<file path="src/rtl/mem_access_stage.sv">
// Memory-access pipeline stage: data-RAM req/ack access, upstream stall, MEM/WB register.
// Optional RAM_TIMEOUT_EN aborts an unacknowledged access after TIMEOUT_CYCLES wait cycles.
module mem_access_stage #(
    parameter int unsigned TIMEOUT_CYCLES = 16
) (
    input  logic        clk,
    input  logic        rst,
    input  logic [31:0] wD_in,
    input  logic [4:0]  wR_in,
    input  logic [31:0] rD2_in,
    input  logic [31:0] pc_in,
    input  logic [31:0] aluc_in,
    input  logic        have_inst_in,
    input  logic [1:0]  rf_wsel_in,
    input  logic        rf_we_in,
    input  logic        ram_we_in,
    output logic        dram_req,
    output logic        dram_we,
    output logic [31:0] dram_addr,
    output logic [31:0] dram_wdata,
    input  logic        dram_ack,
    input  logic [31:0] dram_rdata,
    output logic        stall_out,
    output logic [31:0] wD_out,
    output logic [4:0]  wR_out,
    output logic        rf_we_out,
    output logic [31:0] pc_out,
    output logic        have_inst_out,
    output logic        mem_err,
    output logic        state_dbg
);

    typedef enum logic {IDLE = 1'b0, WAIT = 1'b1} state_t;

    // Handshake: dram_req stays high from the first request cycle until the
    // cycle dram_ack is seen; address/data/we are stable because upstream is
    // frozen by stall_out. dram_ack while dram_req is low has no effect.

    if (TIMEOUT_CYCLES < 1 || TIMEOUT_CYCLES > 255) begin : g_bad_timeout
        $error("TIMEOUT_CYCLES must be in 1..255");
    end

    state_t state_q, state_d;
    logic   access;
    logic   is_load;
    logic   timeout_hit;

    assign is_load = (rf_wsel_in == 2'b01);
    assign access  = have_inst_in & (ram_we_in | is_load);

`ifdef RAM_TIMEOUT_EN
    logic [7:0] cnt_q;
    logic       mem_err_q;

    assign timeout_hit = (state_q == WAIT) & ~dram_ack & (cnt_q == 8'(TIMEOUT_CYCLES - 1));

    always_ff @(posedge clk or posedge rst) begin
        if (rst) begin
            cnt_q     <= 8'd0;
            mem_err_q <= 1'b0;
        end else begin
            cnt_q     <= (state_q == WAIT && state_d == WAIT) ? cnt_q + 8'd1 : 8'd0;
            mem_err_q <= timeout_hit;
        end
    end

    assign mem_err = mem_err_q;
`else
    assign timeout_hit = 1'b0;
    assign mem_err     = 1'b0;
`endif

    always_ff @(posedge clk or posedge rst) begin
        if (rst) state_q <= IDLE;
        else     state_q <= state_d;
    end

    always_comb begin
        state_d   = state_q;
        dram_req  = 1'b0;
        dram_we   = 1'b0;
        stall_out = 1'b0;
        case (state_q)
            IDLE: begin
                if (access) begin
                    dram_req  = 1'b1;
                    dram_we   = ram_we_in;
                    stall_out = ~dram_ack;
                    if (!dram_ack) state_d = WAIT;
                end
            end
            WAIT: begin
                if (access && !timeout_hit) begin
                    dram_req  = 1'b1;
                    dram_we   = ram_we_in;
                    stall_out = ~dram_ack;
                end
                if (dram_ack || timeout_hit || !access) state_d = IDLE;
            end
            default: state_d = IDLE;
        endcase
    end

    assign dram_addr  = aluc_in;
    assign dram_wdata = rD2_in;
    assign state_dbg  = state_q;

    // A stalled cycle loads a bubble so the waiting instruction retires exactly once.
    always_ff @(posedge clk or posedge rst) begin
        if (rst) begin
            wD_out        <= 32'd0;
            wR_out        <= 5'd0;
            rf_we_out     <= 1'b0;
            pc_out        <= 32'd0;
            have_inst_out <= 1'b0;
        end else if (stall_out) begin
            wD_out        <= 32'd0;
            wR_out        <= 5'd0;
            rf_we_out     <= 1'b0;
            pc_out        <= 32'd0;
            have_inst_out <= 1'b0;
        end else begin
            wD_out        <= is_load ? dram_rdata : wD_in;
            wR_out        <= wR_in;
            rf_we_out     <= rf_we_in & ~timeout_hit;
            pc_out        <= pc_in;
            have_inst_out <= have_inst_in;
        end
    end

endmodule

</file>
<file path="config.mk">
export PLATFORM = sky130hd
export DESIGN_NAME = mem_access_stage
export DESIGN_NICKNAME = d
export VERILOG_FILES = /design/src/rtl/mem_access_stage.sv
export SDC_FILE = /design/constraint.sdc
export NUM_CORES = 1
export LEC_CHECK = 0
export BUFFER_PORTS_ARGS = -buffer_cell sky130_fd_sc_hd__clkbuf_2
export CORE_AREA = 2 2 121 123
export CTS_CLUSTER_DIAMETER = 100
export DETAILED_ROUTE_END_ITERATION = 7
export DIE_AREA = 0 0 123 125
export GPL_ROUTABILITY_DRIVEN = 0
export PLACE_DENSITY_LB_ADDON = 0.2
export SYNTH_ARGS = -nofsm -noshare
export SYNTH_HDL_FRONTEND = slang
export SYNTH_SLANG_ARGS = --single-unit
</file>
<file path="constraint.sdc">
create_clock -name clk -period 2.9 [get_ports clk]
set_input_delay 0.725 -clock clk [delete_from_list [all_inputs] [get_ports clk]]
set_output_delay 0.725 -clock clk [all_outputs]
set_load 0.02 [all_outputs]
</file>
==> results by group, run 1 <==
Setup path
  • Required time at the endpoint of the critical path: 2.17 ns
  • Worst-path maximum fanout: 3
  • Worst Setup SP: rf_wsel_in[0]
  • Nature of the critical path endpoint: primary output
  • Critical path arrival: 1.44 ns
  • Capturing instance or port of the critical path: dram_req
  • Category of the worst setup path launch point: input port
  • Type of the worst setup path: input port to primary output

Yosys
  • Sequential share of the synthesized area: 58.3%
  • Synth Cell Area: 3090 um2
  • Warning count from the yosys run: 0
  • Number of unique standard cell types used by synthesis: 16
  • Area fraction of the dominant cell type after synthesis: 58.3%
  • Count of mapped cells out of synthesis: 296
  • Top cells by area, synth: sky130_fd_sc_hd__dfrtp_1 58%, sky130_fd_sc_hd__buf_4 16%, sky130_fd_sc_hd__and2_1 8.1%
  • Leading area contributor after synthesis: sky130_fd_sc_hd__dfrtp_1
  • Syn_area_per_cell: 10.4 um2
  • Flip-flop and latch count after synthesis: 72
  • Synthesized net count: 469

Floorplan
  • Floorplan die width: 123 um
  • I/O Pins: 313
  • Area of the core region: 14200 um2
  • Standard-cell row count: 44
  • Die footprint: 15400 um2
  • Initial Utilization: 21.8%
  • Die height: 125 um

CTS
  • Maximum count of clock buffers along a single path: 2
  • Clk slew on worst S/H paths: 0.06 ns
  • CTS tree: yes
  • Master cell of the clock root buffer: sky130_fd_sc_hd__clkbuf_16
  • Number of CTS-inserted buffers: 9
  • CTS resizes: 0
  • Count of clock tree sinks: 72
  • Quantity of hold-fixing buffers added after cts: 0
  • Post-CTS Setup Repair Bufs: 0
  • H-tree levels: 3

Power and ir drop
  • Worst-case vdd ir drop: 232 uV
  • Leakage power of the design: 2.16 nW
  • Power per cell area: 682 nW/um2

GRT
  • Pin count of the biggest net entering global routing: 73
  • Global-route wire length before repair: 14100 um
  • GR Util All Layers: 12.2%
  • Antenna violations before repair: 0
  • Vias in the first global route: 2492
  • Global-route congestion overflow total: 0

STA
  • Fmax: 462 MHz
  • Hold Worst Slack: 0.453 ns
  • Minimum clock period: 2.16 ns
  • Setup repair after global routing missed its margin: false
  • Total count of hold-check failures in the final report: 0
  • Number of setup violations in the final report: 0
  • Period utilisation layout: 74.6%
  • Fin Setup TNS: 0 ns
  • Number of pins exceeding their max-slew limit in the final report: 0

Layout
  • Growth of design area from synthesis to finish: 31.2%
  • Fraction of layout cells with a size suffix above 1: 49.4%
  • Number of diodes added for antenna fixing: 0
  • Layout Nets: 589
  • Final non-filler cell area: 4050 um2

Route
  • Remaining DRCs: 0
  • WL per Instance: 15.5 um
  • Vias after detailed routing: 2381
  • Detailed-routing iteration count for the pre-antenna-repair pass: 4
  • Average via count per standard cell: 3.94
  • Final WL: 9370 um
  • Initial DRC Count: 86
  • Antenna violation net count after detailed routing: 0

Placement
  • Port Buffers: 183
  • Area after detailed placement: 3710 um2
  • DPL Wire Length: 7300 um

Flow run
  • Number of maximum-capacitance constraint violations: 0

Worst hold path
  • Class of the tightest hold or removal check: input port to async pin

Outcome
  • Result of the run: finished, final reports clean
==> Yosys cell counts <==
library cell               instances
sky130_fd_sc_hd__inv_1             2
sky130_fd_sc_hd__o21ai_4           1
sky130_fd_sc_hd__dfrtp_1          72
sky130_fd_sc_hd__nand2b_1          1
sky130_fd_sc_hd__nor2b_1           2
sky130_fd_sc_hd__buf_4            65
sky130_fd_sc_hd__conb_1            1
sky130_fd_sc_hd__clkbuf_2          4
sky130_fd_sc_hd__clkbuf_1          2
sky130_fd_sc_hd__inv_2             1
sky130_fd_sc_hd__o21a_1            1
sky130_fd_sc_hd__buf_2             4
sky130_fd_sc_hd__nand2_1          64
sky130_fd_sc_hd__a21oi_1          32
sky130_fd_sc_hd__and2_1           40
sky130_fd_sc_hd__buf_6             4
==> state kept, by name, summed over array words and instances (netlist names) <==
signal and cells:
rf_we_out 1, have_inst_out 1, wD_out 32, pc_out 32, wR_out 5, state_dbg 1
==> report_power, final <==
group | leakage, nW | internal, W | switching, W | total (W)
registers | 0.875 | 0.00108 | 0.0000202 | 0.00110
logic | 1.12 | 0.000151 | 0.000239 | 0.000390
clock network | 0.166 | 0.000842 | 0.000432 | 0.00127
total | 2.16 | 0.00207 | 0.000692 | 0.00276
==> placed cells by master, fill, tap and decap left out, types with 2 or more instances in the layout <==
| master | count |
|---|---|
| sky130_fd_sc_hd__bufinv_16 | 3 |
| sky130_fd_sc_hd__clkbuf_16 | 9 |
| sky130_fd_sc_hd__clkinv_4 | 2 |
| sky130_fd_sc_hd__clkbuf_2 | 183 |
| sky130_fd_sc_hd__buf_4 | 4 |
| sky130_fd_sc_hd__nand2_1 | 64 |
| sky130_fd_sc_hd__inv_2 | 2 |
| sky130_fd_sc_hd__dfrtp_1 | 72 |
| sky130_fd_sc_hd__and2_1 | 40 |
| sky130_fd_sc_hd__a21oi_1 | 32 |
==> per-layer routing <==
| layer | share of wire (%) | wire length, um | global-route usage (%) | vias to the layer above |
|---|---|---|---|---|
| met5 | 0 | 0 | 0 | - |
| met1 | 34 | 3170 | 12.6 | 1118 |
| met4 | 3.2 | 296 | 6.08 | 0 |
| met2 | 53 | 4940 | 21.5 | 138 |
| li1 | - | - | - | 1087 |
| met3 | 10 | 974 | 4.61 | 38 |
==> per-stage QoR <==
| stage | cells | total power [W] | util [%] | setup WS, ns |
|---|---|---|---|---|
| 6_report | 605 | 0.00276 | 28.5 | 0.738 |
| 5_1_grt | 605 | 0.00290 | 28.5 | 0.677 |
| 4_1_cts | 605 | 0.00282 | 28.5 | 0.693 |
| 3_5_place_dp | 589 | 0.00152 | 26.1 | 0.695 |
| 3_3_place_gp | 589 | 0.00152 | 26.1 | 0.705 |
| 2_1_floorplan | 296 | 0.00146 | - | 0.350 |
==> kinds of logic (layout without fill, tap and decap cells) <==
family	after synthesis	in the layout	synth area share (%)
buffers and inverters	82	207	19.1
AND/OR/NAND/NOR	107	107	16.5
other	1	1	0.121
AO/OA/AOI/OAI	34	34	5.95
flip-flops	72	72	58.3
==> how the worst min path moves through the flow <==
stage / from / to / slack [ns] / depth (start not counted)
after floorplan: dram_rdata[10] / wD_out[10]$_DFF_PP0_ / 0.85 / 2
after global placement: rst / wD_out[26]$_DFF_PP0_ / 0.84 / 3
after detailed placement: rst / wD_out[26]$_DFF_PP0_ / 0.84 / 3
after CTS: rst / wD_out[22]$_DFF_PP0_ / 0.48 / 3
after global routing: rst / pc_out[12]$_DFF_PP0_ / 0.50 / 3
final: rst / wD_out[23]$_DFF_PP0_ / 0.45 / 3
==> critical path: stages <==
cell                       delay [ns]
sky130_fd_sc_hd__clkbuf_2        0.08
sky130_fd_sc_hd__nor2b_2         0.31
sky130_fd_sc_hd__o21a_1          0.16
sky130_fd_sc_hd__clkbuf_2        0.16
==> area by class of cell <==
cell class | instances | area [um2]
Timing Repair Buffer | 188 | 966
Clock inverter | 7 | 120
Clock buffer | 9 | 225
Sequential cell | 72 | 1800
Multi-Input combinational cell | 142 | 699
Inverter | 3 | 11.3
Tap cell | 184 | 230
Fill cell | 1540 | 10100
Note: power is estimated with default switching activity, not from simulation.
==> run 2: changes to the inputs <==
clock period = 2 ns   (was 2.9 ns; I/O delays follow)
==> results by group, run 2 (synthesis results as in run 1) <==
Power and ir drop
  • Leakage power of the design: 2.16 nW (+0.19%)
  • Worst-case vdd ir drop: 384 uV (+66%)
  • Power per cell area: 993 nW/um2 (+46%)

Route
  • Vias after detailed routing: 2347 (-1.4%)
  • Average via count per standard cell: 3.87 (-1.6%)
  • Remaining DRCs: 0 (unchanged)
  • Initial DRC Count: 66 (-23%)
  • Detailed-routing iteration count for the pre-antenna-repair pass: 4 (unchanged)
  • Antenna violation net count after detailed routing: 0 (unchanged)
  • Final WL: 9540 um (+1.8%)
  • WL per Instance: 15.7 um (+1.6%)

CTS
  • Number of CTS-inserted buffers: 9 (unchanged)
  • Master cell of the clock root buffer: sky130_fd_sc_hd__clkbuf_16
  • Post-CTS Setup Repair Bufs: 0 (unchanged)
  • Maximum count of clock buffers along a single path: 2 (unchanged)
  • CTS resizes: 0 (unchanged)
  • CTS tree: yes
  • Count of clock tree sinks: 72 (unchanged)
  • Quantity of hold-fixing buffers added after cts: 0 (unchanged)
  • H-tree levels: 3 (unchanged)
  • Clk slew on worst S/H paths: 0.06 ns (about the same)

Layout
  • Area of the multi-input gates: 699 um2 (unchanged)
  • Most frequent cells in the layout: 183 x sky130_fd_sc_hd__clkbuf_2, 72 x sky130_fd_sc_hd__dfrtp_1, 64 x sky130_fd_sc_hd__nand2_1, 40 x sky130_fd_sc_hd__and2_1, 32 x sky130_fd_sc_hd__a21oi_1
  • Layout Nets: 590 (+0.17%)
  • Register Area: 1800 um2 (unchanged)
  • Fraction of layout cells with a size suffix above 1: 49.5% (+0.12 points)
  • Largest registers ranked by flip-flop count: pc_out x32, wD_out x32, wR_out x5
  • Most common cell after layout, fill and taps aside: sky130_fd_sc_hd__clkbuf_2
  • Growth of design area from synthesis to finish: 31.8%
  • # fillers: 1571 (+2.0%)
  • Number of diodes added for antenna fixing: 0 (unchanged)

GRT
  • Busiest layer in global routing: met2
  • Fraction of met2 tracks used by global routing: 21.3% (-0.19 points)
  • Antenna violations before repair: 0 (unchanged)
  • Global-route track usage on met3: 5.98% (+1.4 points)
  • GR Util All Layers: 12.3% (+0.087 points)
  • Vias in the first global route: 2482 (-0.40%)
  • Global-route wire length before repair: 14000 um (-0.83%)
  • GR met1 Demand/Resource: 12.0% (-0.54 points)
  • Pin count of the biggest net entering global routing: 73 (unchanged)
  • Global-route congestion overflow total: 0 (unchanged)

Setup path
  • Required time at the endpoint of the critical path: 1.50 ns (-0.67 ns)
  • Nature of the critical path endpoint: primary output
  • Critical path arrival: 1.20 ns (-0.24 ns)
  • Category of the worst setup path launch point: input port
  • Type of the worst setup path: input port to primary output
  • Worst-path maximum fanout: 3 (unchanged)

Outcome
  • Result of the run: finished, final reports clean

Flow run
  • Number of maximum-capacitance constraint violations: 0 (unchanged)

STA
  • Minimum clock period: 1.70 ns
  • Setup repair after global routing missed its margin: false
  • Final setup slack of the worst path: 0.303 ns (-0.435 ns)
  • Total count of hold-check failures in the final report: 0 (unchanged)
  • Period utilisation layout: 84.9%
  • Number of setup violations in the final report: 0 (unchanged)
  • Fmax: 589 MHz
  • Number of pins exceeding their max-slew limit in the final report: 0 (unchanged)
  • Fin Setup TNS: 0 ns (unchanged)

Placement
  • DPL Wire Length: 7500 um (+2.7%)
  • Port Buffers: 183 (unchanged)
  • Pre-CTS WS: 0.244 ns (-0.451 ns)

Floorplan
  • I/O Pins: 313 (unchanged)
  • Floorplan die width: 123 um (unchanged)
  • Initial Utilization: 21.8% (unchanged)
  • Area of the core region: 14200 um2 (unchanged)
  • Standard-cell row count: 44 (unchanged)
  • Die height: 125 um (unchanged)
  • Die footprint: 15400 um2 (unchanged)

Worst hold path
  • Class of the tightest hold or removal check: input port to async pin
run 2: cell count changes in the layout (fill, tap and decap cells not counted), sizes merged:
cell and delta:
clkinv -2, clkinvlp +1, buf +1, clkbuf +1
run 2: critical path, cell delays in order:
cell,delay [ns]
sky130_fd_sc_hd__clkbuf_2,0.09
sky130_fd_sc_hd__nor2b_2,0.30
sky130_fd_sc_hd__o21a_1,0.15
sky130_fd_sc_hd__clkbuf_2,0.16
run 2: layout make-up:
class                      count  area share (%)
sequential                    72            44.2
inverter                       3           0.369
clock inverter                 6            2.83
clock buffer                  10            5.87
tap                          184            5.65
multi-input combinational    142            17.2
timing repair buffer         189            23.9
run 2: stage by stage:
| step | std cells | power [W] | hold slack [ns] | util, % | cell area [um2] |
|---|---|---|---|---|---|
| finish | 606 | 0.00405 | 0.236 | 28.7 | 4070 |
| global route | 606 | 0.00424 | 0.266 | 28.7 | 4070 |
| CTS | 606 | 0.00413 | 0.278 | 28.7 | 4070 |
| detailed placement | 590 | 0.00221 | 0.636 | 26.2 | 3720 |
| global placement | 590 | 0.00221 | 0.628 | 26.2 | 3720 |
| floorplan | 296 | 0.00212 | 0.628 | - | 3090 |
run 2: worst max path at each step:
stage,cells after the start,startpoint,end,slack [ns]
3_5_place_dp,4,rf_wsel_in[0],dram_req,0.24
6_report,4,rf_wsel_in[0],dram_req,0.30
4_1_cts,4,rf_wsel_in[0],dram_req,0.24
2_1_floorplan,4,rf_wsel_in[0],dram_req,0.33
5_1_grt,4,rf_wsel_in[0],dram_req,0.23
3_3_place_gp,4,rf_wsel_in[0],dram_req,0.25
run 2: metal layers:
layer	vias to the layer above	routed length (um)
met4	0	308
li1	1087	-
met5	-	0
met3	43	1170
met1	1074	3120
met2	143	4950
run 2: report_power, final:
part           switching [W]  internal [W]  total [W]
sequential         0.0000296       0.00157    0.00160
clock               0.000619       0.00126    0.00188
combinational       0.000351      0.000220   0.000571
total                0.00100       0.00305    0.00405
==> run 3: changes to the inputs <==
clock period = 1.6 ns   (was 2 ns; I/O delays follow)
==> results by group, run 3 (synthesis results as in run 1) <==
CTS
  • Master cell of the clock root buffer: sky130_fd_sc_hd__clkbuf_16
  • Maximum count of clock buffers along a single path: 2 (unchanged)
  • CTS resizes: 0 (unchanged)
  • Number of CTS-inserted buffers: 9 (unchanged)
  • Quantity of hold-fixing buffers added after cts: 0 (unchanged)
  • CTS tree: yes
  • Post-CTS Setup Repair Bufs: 0 (unchanged)
  • Clk slew on worst S/H paths: 0.06 ns (about the same)
  • Count of clock tree sinks: 72 (unchanged)
  • H-tree levels: 3 (unchanged)

Setup path
  • Type of the worst setup path: input port to primary output
  • Nature of the critical path endpoint: primary output
  • Required time at the endpoint of the critical path: 1.20 ns (-0.30 ns)
  • Category of the worst setup path launch point: input port
  • Critical path arrival: 1.10 ns (-0.10 ns)
  • Worst-path maximum fanout: 8 (+5)

GRT
  • Global-route wire length before repair: 13600 um (-2.8%)
  • Vias in the first global route: 2363 (-4.8%)
  • GR Util All Layers: 12.3% (+0.019 points)
  • Pin count of the biggest net entering global routing: 48 (-34%)
  • Global-route congestion overflow total: 0 (unchanged)
  • Antenna violations before repair: 0 (unchanged)

Power and ir drop
  • Gate power share: 14.5% (+0.4 points)
  • Register share of total power: 39.6% (about the same)
  • Leakage power of the design: 2.19 nW (+1.1%)
  • Power share of the clock group: 45.9% (-0.5 points)
  • Power per cell area: 1220 nW/um2 (+23%)
  • Worst-case vdd ir drop: 462 uV (+20%)
  • Internal Pwr Total: 0.00377 W (+24%)
  • Reported net switching power: 0.00127 W (+27%)
  • Sw frac: 25.2% (+0.48 points)

Layout
  • Most common cell after layout, fill and taps aside: sky130_fd_sc_hd__clkbuf_2
  • Growth of design area from synthesis to finish: 33.4%
  • Layout Nets: 592 (+0.34%)
  • Final non-filler cell area: 4120 um2 (+1.2%)
  • Number of diodes added for antenna fixing: 0 (unchanged)
  • Utilization of the core after routing: 29.0% (+0.34 points)
  • Fraction of layout cells with a size suffix above 1: 49.8% (+0.24 points)
  • Most frequent cells in the layout: 183 x sky130_fd_sc_hd__clkbuf_2, 72 x sky130_fd_sc_hd__dfrtp_1, 64 x sky130_fd_sc_hd__nand2_1, 40 x sky130_fd_sc_hd__and2_1, 32 x sky130_fd_sc_hd__a21oi_1
  • Largest registers ranked by flip-flop count: pc_out x32, wD_out x32, wR_out x5

Route
  • Antenna violation net count after detailed routing: 0 (unchanged)
  • Final WL: 9780 um (+2.5%)
  • Average via count per standard cell: 3.90 (+0.78%)
  • Initial DRC Count: 88 (+33%)
  • Remaining DRCs: 0 (unchanged)
  • Detailed-routing iteration count for the pre-antenna-repair pass: 4 (unchanged)
  • Vias after detailed routing: 2373 (+1.1%)
  • WL per Instance: 16.1 um (+2.2%)

STA
  • Minimum clock period: 1.50 ns
  • Hold Worst Slack: 0.110 ns (-0.127 ns)
  • Setup repair after global routing missed its margin: false
  • Number of setup violations in the final report: 0 (unchanged)
  • Number of pins exceeding their max-slew limit in the final report: 0 (unchanged)
  • Period utilisation layout: 93.8%
  • Fmax: 666 MHz
  • Total count of hold-check failures in the final report: 0 (unchanged)

Floorplan
  • Die height: 125 um (unchanged)
  • Floorplan die width: 123 um (unchanged)
  • Area of the core region: 14200 um2 (unchanged)
  • I/O Pins: 313 (unchanged)
  • Die footprint: 15400 um2 (unchanged)
  • Standard-cell row count: 44 (unchanged)
  • Initial Utilization: 21.8% (unchanged)

Placement
  • Area after detailed placement: 3770 um2 (+1.4%)
  • Port Buffers: 183 (unchanged)
  • DPL Wire Length: 7630 um (+1.8%)

Outcome
  • Result of the run: finished, final reports clean

Flow run
  • Number of maximum-capacitance constraint violations: 0 (unchanged)

Worst hold path
  • Class of the tightest hold or removal check: input port to async pin
==> run 3: worst max-delay path: stages <==
cell	delay, ns
sky130_fd_sc_hd__clkbuf_2	0.09
sky130_fd_sc_hd__nor2b_4	0.19
sky130_fd_sc_hd__buf_12	0.14
sky130_fd_sc_hd__o21ai_4	0.05
sky130_fd_sc_hd__inv_2	0.06
sky130_fd_sc_hd__clkbuf_2	0.16
==> run 3: power groups by stage <==
| stage | Sequential [W] | Clock, W | Combinational, W |
|---|---|---|---|
| after floorplan | 0.00221 | 0 | 0.000438 |
| after global placement | 0.00203 | 0 | 0.000745 |
| after detailed placement | 0.00203 | 0 | 0.000748 |
| after CTS | 0.00200 | 0.00238 | 0.000751 |
| after global routing | 0.00201 | 0.00246 | 0.000804 |
| final | 0.00200 | 0.00231 | 0.000732 |
==> run 3: through the flow <==
step | TNS [ns] | power (W) | cells | setup slack (ns)
global route | 0 | 0.00528 | 608 | 0.0528
floorplan | 0 | 0.00265 | 296 | 0.132
global placement | 0 | 0.00277 | 592 | 0.00717
detailed placement | -0.338 | 0.00278 | 592 | -0.0286
CTS | 0 | 0.00513 | 608 | 0.00244
finish | 0 | 0.00504 | 608 | 0.0986
==> run 3: how the worst max path moves through the flow <==
stage | from | to | slack (ns) | cells after the start
4_1_cts | rf_wsel_in[0] | stall_out | 0.002 | 6
3_3_place_gp | rf_wsel_in[0] | wD_out[31]$_DFF_PP0_ | 0.007 | 7
6_report | rf_wsel_in[0] | stall_out | 0.1 | 6
3_5_place_dp | rf_wsel_in[0] | wD_out[18]$_DFF_PP0_ | -0.03 | 7
2_1_floorplan | rf_wsel_in[0] | dram_req | 0.13 | 4
5_1_grt | rf_wsel_in[0] | dram_req | 0.05 | 5
==> run 3: area by class of cell <==
class | instances | area [um2]
clock buffers | 9 | 225
clock inverters | 7 | 120
fillers | 1538 | 10100
inverters | 3 | 15.0
multi-input cells | 142 | 704
flip-flops and latches | 72 | 1800
well taps | 184 | 230
repair buffers | 191 | 1030
==> run 3: layer usage <==
| metal | up-vias | routed length, um | global-route usage [%] |
|---|---|---|---|
| li1 | 1092 | - | - |
| met4 | 0 | 417 | 8.62 |
| met2 | 148 | 4900 | 20.9 |
| met5 | - | 0 | 0 |
| met1 | 1086 | 3270 | 11.8 |
| met3 | 47 | 1190 | 5.47 |
